==> config.mk <==
export PLATFORM = sky130hd
export DESIGN_NAME = gen_arb_rr
export DESIGN_NICKNAME = d
export VERILOG_FILES = /design/src/rtl/gen_arb_pkg.sv /design/src/rtl/gen_arb_lane.sv /design/src/rtl/gen_arb_rr.sv
export SDC_FILE = /design/constraint.sdc
export NUM_CORES = 1
export LEC_CHECK = 0
export ABC_AREA = 1
export ABC_CLOCK_PERIOD_IN_PS = 6700
export CELL_PAD_IN_SITES_DETAIL_PLACEMENT = 1
export CELL_PAD_IN_SITES_GLOBAL_PLACEMENT = 1
export CORE_ASPECT_RATIO = 1.25
export CORE_MARGIN = 3
export CORE_UTILIZATION = 25
export CTS_CLUSTER_DIAMETER = 80
export DETAILED_ROUTE_END_ITERATION = 16
export GPL_ROUTABILITY_DRIVEN = 0
export PLACE_DENSITY_LB_ADDON = 0.1
export SLEW_MARGIN = 20
export SYNTH_ARGS = -nofsm -noshare
export SYNTH_HDL_FRONTEND = slang
export SYNTH_SLANG_ARGS = --single-unit
==> constraint.sdc <==
create_clock -name dev_clk -period 6.7 [get_ports dev_clk]
set_clock_uncertainty 0.2 [all_clocks]
set_input_delay 1.005 -clock dev_clk [delete_from_list [all_inputs] [get_ports dev_clk]]
set_output_delay 1.005 -clock dev_clk [all_outputs]
set_load 0.01 [all_outputs]
==> src/rtl/gen_arb_pkg.sv <==
// gen_arb_pkg: shared encodings and the winner-selection function for the
// N-port request/acknowledge arbiter.
package gen_arb_pkg;

   localparam int MAX_PORTS = 8;

   typedef enum logic [1:0] {
      DEV_IDLE = 2'd0,
      DEV_REQ  = 2'd1,
      DEV_ACK  = 2'd2,
      DEV_DONE = 2'd3
   } dev_state_e;

   typedef enum logic [1:0] {
      PORT_IDLE    = 2'd0,
      PORT_PEND    = 2'd1,
      PORT_WAITLOW = 2'd2
   } port_state_e;

   typedef struct packed {
      logic       valid;
      logic [2:0] idx;
   } pick_t;

   // Round-robin scans upward from last+1 with wrap at nport; fixed
   // priority scans upward from port 0. The first pending port wins.
   function automatic pick_t rr_pick(input logic [7:0] pending,
                                     input logic [2:0] last,
                                     input int         nport,
                                     input bit         rr);
      pick_t      res;
      int         cand;
      logic [7:0] shifted;
      res = '0;
      for (int k = 0; k < MAX_PORTS; k++) begin
         if (k < nport) begin
            cand = rr ? (int'(last) + 1 + k) : k;
            if (cand >= nport) begin
               cand = cand - nport;
            end
            shifted = pending >> cand;
            if (!res.valid && shifted[0]) begin
               res.valid = 1'b1;
               res.idx   = 3'(cand);
            end
         end
      end
      return res;
   endfunction

endpackage

==> src/rtl/gen_arb_lane.sv <==
// gen_arb_lane: steers device read data onto a 32-bit master read bus,
// either as a replicated byte for 8-bit ports or as native-width data.
module gen_arb_lane
   import gen_arb_pkg::*;
#(
   parameter int DEV_WIDTH = 16
) (
   input  logic        is8,
   input  logic [1:0]  addr_lo,
   input  logic [31:0] rdata,
   output logic [31:0] result
);

   localparam bit WIDE = (DEV_WIDTH == 32);

   logic [1:0] byte_sel;
   logic [7:0] lane_byte;

   // Big-endian byte pick; a 16-bit device only drives the low halfword, so
   // its two byte lanes map onto the lower two positions of the 32-bit view.
   always_comb begin
      byte_sel = WIDE ? addr_lo : {1'b1, addr_lo[0]};
      case (byte_sel)
         2'd0:    lane_byte = rdata[31:24];
         2'd1:    lane_byte = rdata[23:16];
         2'd2:    lane_byte = rdata[15:8];
         default: lane_byte = rdata[7:0];
      endcase
      if (is8) begin
         result = {4{lane_byte}};
      end else if (WIDE) begin
         result = rdata;
      end else begin
         result = {2{rdata[15:0]}};
      end
   end

endmodule

==> src/rtl/gen_arb_rr.sv <==
// gen_arb_rr: N-port request/acknowledge arbiter onto one device port,
// with round-robin or fixed-priority selection and per-port read steering.
module gen_arb_rr
   import gen_arb_pkg::*;
#(
   parameter int         NPORT     = 4,
   parameter int         DEV_WIDTH = 16,
   parameter logic [7:0] P8_MASK   = 8'h00,
   parameter int         RR        = 1
) (
   input  logic                  dev_clk,
   input  logic                  dev_rst_n,
   input  logic [NPORT*32-1:0]   p_addr,
   input  logic [NPORT*32-1:0]   p_wdata,
   input  logic [NPORT*4-1:0]    p_be,
   input  logic [NPORT-1:0]      p_wr,
   input  logic [NPORT-1:0]      p_req,
   output logic [NPORT*32-1:0]   p_rdata,
   output logic [NPORT-1:0]      p_ack,
   output logic [31:0]           dev_addr,
   output logic [31:0]           dev_wdata,
   output logic [3:0]            dev_be,
   output logic                  dev_wr,
   output logic                  dev_req,
   input  logic [31:0]           dev_rdata,
   input  logic                  dev_ack,
   output logic [2:0]            grant,
   output logic                  busy
);

   localparam logic [2:0] GRANT_RST = 3'(NPORT - 1);

   dev_state_e  state_q, state_d;
   port_state_e port_q [NPORT];
   port_state_e port_d [NPORT];

   logic [2:0]       grant_q, grant_d;
   logic [31:0]      dev_addr_q, dev_addr_d;
   logic [31:0]      dev_wdata_q, dev_wdata_d;
   logic [3:0]       dev_be_q, dev_be_d;
   logic             dev_wr_q, dev_wr_d;
   logic             dev_req_q, dev_req_d;
   logic [31:0]      cap_q, cap_d;
   logic [NPORT-1:0] p_ack_q, p_ack_d;
   logic [31:0]      p_rdata_q [NPORT];
   logic [31:0]      p_rdata_d [NPORT];
   logic [31:0]      lane_out  [NPORT];

   logic [31:0] addr_arr  [MAX_PORTS];
   logic [31:0] wdata_arr [MAX_PORTS];
   logic [3:0]  be_arr    [MAX_PORTS];
   logic [7:0]  wr_vec;
   logic [7:0]  pend_vec;
   pick_t       pick;

   // Unpack the flat port buses into fixed 8-entry tables and choose a winner.
   always_comb begin
      wr_vec   = '0;
      pend_vec = '0;
      for (int k = 0; k < MAX_PORTS; k++) begin
         addr_arr[k]  = '0;
         wdata_arr[k] = '0;
         be_arr[k]    = '0;
      end
      for (int i = 0; i < NPORT; i++) begin
         addr_arr[i]  = p_addr[32*i +: 32];
         wdata_arr[i] = p_wdata[32*i +: 32];
         be_arr[i]    = p_be[4*i +: 4];
         wr_vec[i]    = p_wr[i];
         pend_vec[i]  = (port_q[i] == PORT_PEND);
      end
      pick = rr_pick(pend_vec, grant_q, NPORT, RR != 0);
   end

   // Port front ends: one access per request, master must drop req to re-arm.
   always_comb begin
      for (int i = 0; i < NPORT; i++) begin
         port_d[i] = port_q[i];
         case (port_q[i])
            PORT_IDLE:    if (p_req[i]) port_d[i] = PORT_PEND;
            PORT_PEND:    if (state_q == DEV_ACK && grant_q == 3'(i)) port_d[i] = PORT_WAITLOW;
            PORT_WAITLOW: if (!p_req[i]) port_d[i] = PORT_IDLE;
            default:      port_d[i] = PORT_IDLE;
         endcase
      end
   end

   // Device sequencer: latch the winner, hold the request, capture read data.
   always_comb begin
      state_d     = state_q;
      grant_d     = grant_q;
      dev_addr_d  = dev_addr_q;
      dev_wdata_d = dev_wdata_q;
      dev_be_d    = dev_be_q;
      dev_wr_d    = dev_wr_q;
      dev_req_d   = dev_req_q;
      cap_d       = cap_q;
      case (state_q)
         DEV_IDLE: begin
            if (pick.valid) begin
               grant_d     = pick.idx;
               dev_addr_d  = addr_arr[pick.idx];
               dev_wdata_d = wdata_arr[pick.idx];
               dev_be_d    = be_arr[pick.idx];
               dev_wr_d    = wr_vec[pick.idx];
               dev_req_d   = 1'b1;
               state_d     = DEV_REQ;
            end
         end
         DEV_REQ: begin
            if (dev_ack) begin
               cap_d     = dev_rdata;
               dev_req_d = 1'b0;
               state_d   = DEV_ACK;
            end
         end
         DEV_ACK:  state_d = DEV_DONE;
         DEV_DONE: state_d = DEV_IDLE;
         default:  state_d = DEV_IDLE;
      endcase
   end

   // Completion: pulse the granted port's ack and load its steered read data.
   always_comb begin
      for (int i = 0; i < NPORT; i++) begin
         p_ack_d[i]   = (state_q == DEV_ACK) && (grant_q == 3'(i));
         p_rdata_d[i] = p_ack_d[i] ? lane_out[i] : p_rdata_q[i];
      end
   end

   for (genvar g = 0; g < NPORT; g++) begin : g_lane
      gen_arb_lane #(
         .DEV_WIDTH (DEV_WIDTH)
      ) u_lane (
         .is8     (P8_MASK[g]),
         .addr_lo (dev_addr_q[1:0]),
         .rdata   (cap_q),
         .result  (lane_out[g])
      );
   end

   // State registers; reset aborts any access in flight without acking it.
   always_ff @(posedge dev_clk or negedge dev_rst_n) begin
      if (!dev_rst_n) begin
         state_q     <= DEV_IDLE;
         grant_q     <= GRANT_RST;
         dev_addr_q  <= '0;
         dev_wdata_q <= '0;
         dev_be_q    <= '0;
         dev_wr_q    <= 1'b0;
         dev_req_q   <= 1'b0;
         cap_q       <= '0;
         p_ack_q     <= '0;
         for (int i = 0; i < NPORT; i++) begin
            port_q[i]    <= PORT_IDLE;
            p_rdata_q[i] <= '0;
         end
      end else begin
         state_q     <= state_d;
         grant_q     <= grant_d;
         dev_addr_q  <= dev_addr_d;
         dev_wdata_q <= dev_wdata_d;
         dev_be_q    <= dev_be_d;
         dev_wr_q    <= dev_wr_d;
         dev_req_q   <= dev_req_d;
         cap_q       <= cap_d;
         p_ack_q     <= p_ack_d;
         for (int i = 0; i < NPORT; i++) begin
            port_q[i]    <= port_d[i];
            p_rdata_q[i] <= p_rdata_d[i];
         end
      end
   end

   // Repack the per-port read registers onto the flat output bus.
   always_comb begin
      for (int i = 0; i < NPORT; i++) begin
         p_rdata[32*i +: 32] = p_rdata_q[i];
      end
   end

   assign p_ack     = p_ack_q;
   assign dev_addr  = dev_addr_q;
   assign dev_wdata = dev_wdata_q;
   assign dev_be    = dev_be_q;
   assign dev_wr    = dev_wr_q;
   assign dev_req   = dev_req_q;
   assign grant     = grant_q;
   assign busy      = (state_q != DEV_IDLE);

endmodule

==> results of run 1 <==
registers in the layout (all words and copies together), names as in the netlist:
name,count
cap_q,16
port_q,8
dev_wdata,32
state_q,2
dev_wr,1
dev_be,4
grant,3
dev_req,1
p_rdata,64
dev_addr,32
p_ack,4
area by class of cell:
class	count	share of cell area, %
timing repair buffer	525	32.46
inverter	253	5.864
tap	552	4.265
antenna	8	0.1236
clock inverter	14	0.9580
clock buffer	18	2.712
multi-input combinational	927	27.80
sequential	167	25.82
worst paths after layout:
path | from | to | slack [ns] | cells after the start
worst max-delay path | grant[0] | dev_wdata[22] | 1.44 | 22
worst min-delay path | port_q[3] | port_q[2] | 0.27 | 1
worst max register to register | grant[0] | dev_wdata[22] | 1.44 | 22
worst min register to register | port_q[3] | port_q[2] | 0.27 | 1
max in group asynchronous | dev_rst_n | dev_wdata[7] | 4.72 | 2
min in group asynchronous | dev_rst_n | p_rdata[19] | 0.31 | 1
stage by stage:
| stage | instance area (µm²) | hold WS, ns |
|---|---|---|
| after floorplan | 10490 | 0.2424 |
| after global placement | 15580 | 0.2493 |
| after detailed placement | 15580 | 0.2651 |
| after CTS | 16180 | 0.2749 |
| after global routing | 16190 | 0.2932 |
| final | 16200 | 0.2690 |
layer usage:
metal	wire length, µm	share of wire (%)	GRT usage [%]
met1	16540	37	20.44
met2	22310	50	35.43
met3	4299	9.6	8.058
met4	1411	3.2	7.406
met5	125	0.28	0
placed cells by master (no fill, tap or decap), types with 5 or more instances in the layout:
cell type	Yosys	layout
a21oi_1	17	17
o21ai_1	7	7
nand4_1	63	63
nand3_1	190	190
or2_0	5	5
inv_2	5	5
inv_1	247	247
nand2_1	428	428
clkdlybuf4s50_1	0	503
diode_2	0	8
o22ai_1	7	7
o21ai_0	81	81
ha_1	23	23
buf_4	69	17
or2_1	56	56
nor2_1	28	27
clkbuf_16	0	17
dfrtp_1	165	165
kinds of logic (layout without fill, tap and decap cells):
family,after synthesis,count (layout)
compound gates,114,114
xor+xnor,1,1
fa+ha+maj,23,23
buf+inv,399,810
flops,167,167
other cells,0,8
simple gates,789,789
cell usage after synthesis, drive strengths merged:
cell	number	area, µm²
o22ai	7	43.79
buf	101	699.4
ha	23	287.8
and2	1	6.260
nand2	432	1632
o21ai	89	449.2
a21oi	17	85.08
inv	252	945.9
dfstp	2	52.55
nand4	63	394.1
clkbuf	45	168.9
dfrtp	165	4129
or2	65	406.6
clkinv	1	3.750
nand3b	2	15.01
xnor2	1	8.760
o21bai	1	7.510
nand3	195	1016
nor2	31	133.9
==> results_dict.tcl, run 1 <==
set metrics [dict create \
    drive_above_1_share_pct 4.149 \
    tritoncts "done" \
    cap_violations 0 \
    syn_inst 1493 \
    fin_cells 2464 \
    cts_buffers 17 \
    cts_sinks 167 \
    grt_pass1_wl_um 67390 \
    hold_viol 0 \
    core_area_um2 41230 \
    hpwl_um 35070 \
    avgSynthCellArea_um2 7.023 \
    num_io_pins 521 \
    num_vias 10942 \
    viasPerCell 4.441 \
    grt_pass1_vias 11308 \
    drtAntennaViolNets 0 \
    wl_per_cell_um 18.14 \
    die_area_um2 44450 \
    maxSlewViolCount 0 \
    antenna_found_initial 20 \
    multi_input_area_um2 4503 \
    finalCritPeriodShare_pct 78.49 \
    cp.required_ns 6.88 \
    synth-compound-area-share_pct 5.585 \
    cpPeakStageDelay_ns 0.77 \
    fmax_ghz 0.1902 \
    cp.buffers_inverters 6 \
    portBuffers 504 \
    dp.cells 2424 \
    ctsResizeCount 0 \
    synthToLayoutAreaGrowth_pct 54.46 \
    die_x_um 189.2 \
    overflow 0 \
    crit_slowest_cell "dfstp_2" \
    hp-class "reg2reg" \
    routed_wl_um 44690 \
    nets 2229 \
    slew_headroom_pct 43.59 \
    syn_area_um2 10490 \
    endpoint_kind "register" \
    syn_nets 1831 \
    tightestPinTransition_ns 0.8461 \
    synthMuxAreaShare_pct 0 \
    seq_area_frac_synth_pct 39.88 \
    dr.pass1.iters 4 \
    setup_slack_ns 1.441 \
    htreeDepth 4 \
    synth_top_family_by_area "simple AND/OR/NAND/NOR gates" \
    fp-row-count 83 \
    ctsHoldBuffers 0 \
    period_needed_ns 5.259 \
    seq_area_um2 4182 \
    ys_ff_latch 167 \
    critPathMaxFanout 40 \
    crit_chain "inv_2 -> ha_1 -> ha_1 -> inv_1 -> nand4_1 -> nand2_1 -> inv_1 -> ha_1 -> ha_1 -> nand2_1 -> nor2_1 -> o21bai_1 -> nand2_2 -> inv_1 -> nand3_1 -> nand3_1 -> nand2_1 -> inv_2 -> nor2_4 -> buf_4 -> nand3_1 -> nand3_1" \
    synth_xor_xnor_area_share_pct 0.08353 \
    start_util_pct 25.43 \
    path_clk_slew_ns 0.07 \
    outcome "completed" \
    synth-simple-area-share_pct 34.37 \
    fillers 5112 \
    drtIter0Drc 428 \
    clockBufferDepth 2 \
    finalSetupViolCount 0 \
    dp_slack_ns 1.311 \
    post-cts-setup-buffers 0 \
    worstSetupPathType "reg2reg" \
    rsz0062_at_grt "no" \
    start_kind "register" \
    dieHeight_um 235.0 \
    cts_root_buf "clkbuf_16" \
    clk_latency_ns 0.44 \
    drc 0 \
    ys_types 32 \
    ys_warn_count 0 \
    grt_max_degree 66 \
    worstPathArrival_ns 5.44 \
    synthAdderAreaFrac_pct 2.745 \
    utilization_pct 39.28 \
    setup_tns_ns 0 \
    grtUsageTotal_pct 19.72 \
    path_delay_family "simple AND/OR/NAND/NOR gates" \
]
Power of run 1 is not shown: default switching activity piles up to over one toggle a cycle in this logic, so the estimate is an artifact.
==> run 2: changes to the inputs <==
--- a/config.mk
+++ b/config.mk
@@ -6,7 +6,7 @@
 export NUM_CORES = 1
 export LEC_CHECK = 0
 export ABC_AREA = 1
-export ABC_CLOCK_PERIOD_IN_PS = 6700
+export ABC_CLOCK_PERIOD_IN_PS = 5400
 export CELL_PAD_IN_SITES_DETAIL_PLACEMENT = 1
 export CELL_PAD_IN_SITES_GLOBAL_PLACEMENT = 1
 export CORE_ASPECT_RATIO = 1.25
==> constraint.sdc (replaced) <==
create_clock -name dev_clk -period 5.4 [get_ports dev_clk]
set_clock_uncertainty 0.2 [all_clocks]
set_input_delay 0.81 -clock dev_clk [delete_from_list [all_inputs] [get_ports dev_clk]]
set_output_delay 0.81 -clock dev_clk [all_outputs]
set_load 0.01 [all_outputs]
==> results_dict.tcl, run 2 (synthesis results as in run 1) <==
set metrics [dict create \
    cts_buffers 17 \
    worstSetupPathType "reg2reg" \
    clk_latency_ns 0.45 \
    finalCritPeriodShare_pct 92.01 \
    grt_pass1_vias 11443 \
    clockBufferDepth 2 \
    critPathMaxFanout 28 \
    routed_wl_um 45120 \
    final_cell_area_um2 16240 \
    crit_top_cell "ha_1" \
    core_area_um2 41230 \
    drc 0 \
    cp.required_ns 5.54 \
    portBuffers 504 \
    cpPeakStageDelay_ns 0.59 \
    num_io_pins 521 \
    largest_register_ffs 64 \
    worstPathArrival_ns 5.11 \
    wl_per_cell_um 18.28 \
    crit_slowest_cell "dfstp_2" \
    drtIter0Drc 330 \
    hpwl_um 35270 \
    drtAntennaViolNets 0 \
    maxSlewViolCount 0 \
    crit_chain "buf_4 -> ha_1 -> ha_1 -> inv_1 -> ha_1 -> inv_1 -> o21ai_2 -> inv_1 -> ha_1 -> ha_1 -> nand3_1 -> nor2_1 -> nor2_1 -> nor2_4 -> nor2_4 -> nand3_4 -> nand3_4 -> buf_4 -> nand2_1 -> nand3_1 -> nand2_1 -> nand2_1 -> nand2_1" \
    grt_pass1_wl_um 68010 \
    fmax_ghz 0.2013 \
    grtUsageTotal_pct 19.86 \
    htreeDepth 4 \
    antenna_found_initial 19 \
    outcome "completed" \
    fillers 5051 \
    grt_max_degree 97 \
    rsz0062_at_grt "no" \
    period_needed_ns 4.969 \
    ctsHoldBuffers 0 \
    die_x_um 189.2 \
    viasPerCell 4.470 \
    ctsResizeCount 0 \
    drive_above_1_share_pct 4.250 \
    num_vias 11033 \
    dieHeight_um 235.0 \
    tritoncts "done" \
    tightestPinTransition_ns 0.8230 \
    start_util_pct 25.43 \
    setup_tns_ns 0 \
    overflow 0 \
    start_kind "register" \
    synthToLayoutAreaGrowth_pct 54.89 \
    die_area_um2 44450 \
    cts_root_buf "clkbuf_16" \
    hold_viol 0 \
    hp-class "in2async" \
    whs_ns 0.2326 \
    cap_violations 0 \
    dr.pass1.iters 5 \
    layout_commonest_cell "clkdlybuf4s50_1" \
    slew_headroom_pct 45.13 \
    post_dp_cell_area_um2 15610 \
    cts_sinks 167 \
    layout.cells.most_common_list "clkdlybuf4s50_1 (503), nand2_1 (428), inv_1 (247)" \
    endpoint_kind "register" \
    finalSetupViolCount 0 \
    fp-row-count 83 \
    post-cts-setup-buffers 0 \
    path_clk_slew_ns 0.07 \
    nets 2231 \
]
run 2: changes by cell type in the layout (fill, tap and decap cells not counted), sizes merged:
| cell | before | now |
|---|---|---|
| buf | 21 | 23 |
| diode | 8 | 10 |
| clkinvlp | 0 | 1 |
| bufinv | 0 | 1 |
| inv | 260 | 259 |
| clkbuf | 19 | 18 |
run 2: layout make-up:
type	instances	area, µm²	area share, %
antenna	10	25.02	0.1541
clock buffer	17	425.4	2.619
clock inverter	15	181.4	1.117
inverter	253	949.7	5.847
multi-input combinational	927	4503	27.73
sequential	167	4182	25.75
tap	552	690.7	4.253
timing repair buffer	527	5284	32.53
run 2: final timing paths:
path / from / slack, ns / end / depth (start not counted)
min in group dev_clk: port_q[3] / 0.28 / port_q[2] / 1
setup reg to reg: grant[0] / 0.43 / dev_wdata[7] / 23
setup / recovery: grant[0] / 0.43 / dev_wdata[7] / 23
max in group asynchronous: dev_rst_n / 3.61 / p_rdata[81] / 2
hold reg to reg: port_q[3] / 0.28 / port_q[2] / 1
hold / removal: dev_rst_n / 0.23 / p_ack[0] / 1
run 2: metrics by stage:
step                      setup slack [ns]  util (%)  std cells
after floorplan                      1.608         -       1493
after global placement              0.5825     37.86       2426
after detailed placement            0.4074     37.86       2426
after CTS                           0.3882     39.33       2458
after global routing               0.01316     39.37       2465
final                               0.4313     39.39       2468
run 2: critical path, delay by kind of cell, from the launching register on:
family / cells / cell delay (ns)
AO/OA/AOI/OAI: 1 / 0.18
flip-flops: 1 / 0.59
buffers and inverters: 5 / 0.95
AND/OR/NAND/NOR: 12 / 1.80
adder cells (fa/ha/maj): 5 / 1.13
run 2: layer usage:
layer	up-vias	wire length (µm)	GRT usage [%]
met5	-	92	0
met4	16	853	5.351
met3	50	4060	8.163
met2	358	23230	36.26
met1	5222	16890	20.94
li1	5387	-	-
Power of run 2 is left out for the same reason.
==> run 3: changes to the inputs <==
--- a/config.mk
+++ b/config.mk
@@ -19,4 +19,5 @@
 export SLEW_MARGIN = 20
 export SYNTH_ARGS = -nofsm -noshare
 export SYNTH_HDL_FRONTEND = slang
+export SYNTH_HIERARCHICAL = 1
 export SYNTH_SLANG_ARGS = --single-unit
==> results_dict.tcl, run 3 <==
set metrics [dict create \
    nets 2809 \
    power_leakage_nw 10.50 \
    hpwl_um 43630 \
    period_needed_ns 4.669 \
    drive_above_1_share_pct 4.852 \
    die_x_um 219.1 \
    r2r_start "grant[0]" \
    num_vias 14136 \
    drtIter0Drc 624 \
    path_delay_family "simple AND/OR/NAND/NOR gates" \
    dp.cells 3186 \
    clockBufferDepth 3 \
    hp-class "in2async" \
    crit_slowest_cell "dfstp_2" \
    whs_ns 0.06783 \
    synthToLayoutAreaGrowth_pct 42.31 \
    cp.buffers_inverters 5 \
    core_area_um2 56070 \
    cts_sinks 231 \
    cts_root_buf "clkbuf_16" \
    layout.cells.most_common_list "nand2_1 (1,004), clkdlybuf4s50_1 (503), inv_1 (285)" \
    cap_violations 0 \
    routed_wl_um 58300 \
    dieHeight_um 272.4 \
    cp.required_ns 5.65 \
    tritoncts "done" \
    post_dp_cell_area_um2 19270 \
    drtAntennaViolNets 0 \
    endpoint_kind "register" \
    path_clk_slew_ns 0.06 \
    crit_chain "inv_4 -> ha_1 -> inv_2 -> ha_1 -> nand2_1 -> nand2_1 -> nand2_1 -> nand2_1 -> inv_1 -> ha_1 -> ha_1 -> nand2_1 -> a21oi_1 -> nand2_1 -> nand2_1 -> nand2_1 -> nand2_1 -> nand3_2 -> nand3_2 -> nand2_4 -> buf_4 -> nor2_1 -> o21ai_0 -> inv_1" \
    grt_pass1_wl_um 87270 \
    cts_buffers 28 \
    tightestPinTransition_ns 1.045 \
    largest_register_ffs 128 \
    critPathMaxFanout 54 \
    post-cts-setup-buffers 0 \
    finalCritPeriodShare_pct 86.46 \
    cpPeakStageDelay_ns 0.72 \
    clk_latency_ns 0.58 \
    syn_area_um2 14190 \
    syn_inst 2084 \
    portBuffers 504 \
    worstPathArrival_ns 4.92 \
    outcome "completed" \
    start_kind "register" \
    rsz0062_at_grt "no" \
    wl_per_cell_um 17.97 \
    dr.pass1.iters 5 \
    viasPerCell 4.358 \
    fp-row-count 97 \
    avgSynthCellArea_um2 6.811 \
    die_area_um2 59690 \
    multi_input_area_um2 6145 \
    finalSetupViolCount 0 \
    hold_viol 0 \
    start_util_pct 25.31 \
    grtUsageTotal_pct 18.76 \
    fmax_ghz 0.2142 \
    antenna_found_initial 8 \
    grt_max_degree 107 \
    setup_tns_ns 0 \
    crit_top_cell "nand2_1" \
    fin_cells 3244 \
    slew_headroom_pct 29.91 \
    final_cell_area_um2 20200 \
    drc 0 \
    fillers 7005 \
    layout_commonest_cell "nand2_1" \
    num_io_pins 521 \
    ctsResizeCount 0 \
    worstSetupPathType "reg2reg" \
    overflow 0 \
    peakVddDrop_mv 0.9810 \
    maxSlewViolCount 0 \
    crit_start "grant[0]" \
    grt_pass1_vias 14397 \
    ctsHoldBuffers 0 \
    ys_warn_count 6 \
    seq_area_um2 5783 \
    power_density_nw_per_um2 826.6 \
    htreeDepth 1 \
]
-- run 3: layout make-up --
cell class	count	area share [%]
Inverter	302	5.674
Sequential cell	231	28.63
Clock inverter	12	0.6504
Antenna cell	8	0.09911
Tap cell	742	4.596
Timing Repair Buffer	523	26.08
Multi-Input combinational cell	1388	30.42
Clock buffer	38	3.853
-- run 3: final timing paths --
path                                 end  slack [ns]  cells after the start
setup / recovery                 dev_req        0.73                     24
max in group asynchronous      port_q[5]        3.73                      2
setup reg to reg                 dev_req        0.73                     24
min in group dev_clk          p_rdata[4]        0.27                      2
hold / removal             dev_wdata[24]        0.07                      1
hold reg to reg               p_rdata[4]        0.27                      2
-- run 3: metrics by stage --
stage	utilization [%]	setup WS [ns]	power (W)
after floorplan	-	1.500	0.01149
after global placement	34.37	0.6481	0.01486
after detailed placement	34.37	0.5944	0.01507
after CTS	35.99	0.5789	0.01710
after global routing	36.01	0.2530	0.01853
final	36.02	0.7310	0.01670
-- run 3: worst register-to-register path, stage by stage (launching register included) --
cell	delay, ns
dfstp_2	0.72
inv_4	0.16
ha_1	0.44
inv_2	0.17
ha_1	0.19
nand2_1	0.06
nand2_1	0.06
nand2_1	0.08
nand2_1	0.06
inv_1	0.06
ha_1	0.19
ha_1	0.28
nand2_1	0.07
a21oi_1	0.04
nand2_1	0.06
nand2_1	0.07
nand2_1	0.06
nand2_1	0.06
nand3_2	0.14
nand3_2	0.17
nand2_4	0.31
buf_4	0.63
nor2_1	0.08
o21ai_0	0.17
inv_1	0.05
-- run 3: power breakdown --
group / internal [W] / leakage [nW] / switching (W) / total (W)
logic: 0.00429 / 7.19 / 0.00714 / 0.0114
clock network: 0.00110 / 0.448 / 0.000808 / 0.00191
registers: 0.00262 / 2.86 / 0.000728 / 0.00335
-- run 3: routing by layer --
layer  wire length [µm]  vias to the layer above  global-route usage [%]
met5                  0                        -                       0
met4                905                        0                   4.283
met3               3480                       46                   4.430
met2              30270                      292                   33.71
met1              23650                     6752                   22.56
li1                   -                     7046                       -
Note: power is estimated with default switching activity, not from simulation.
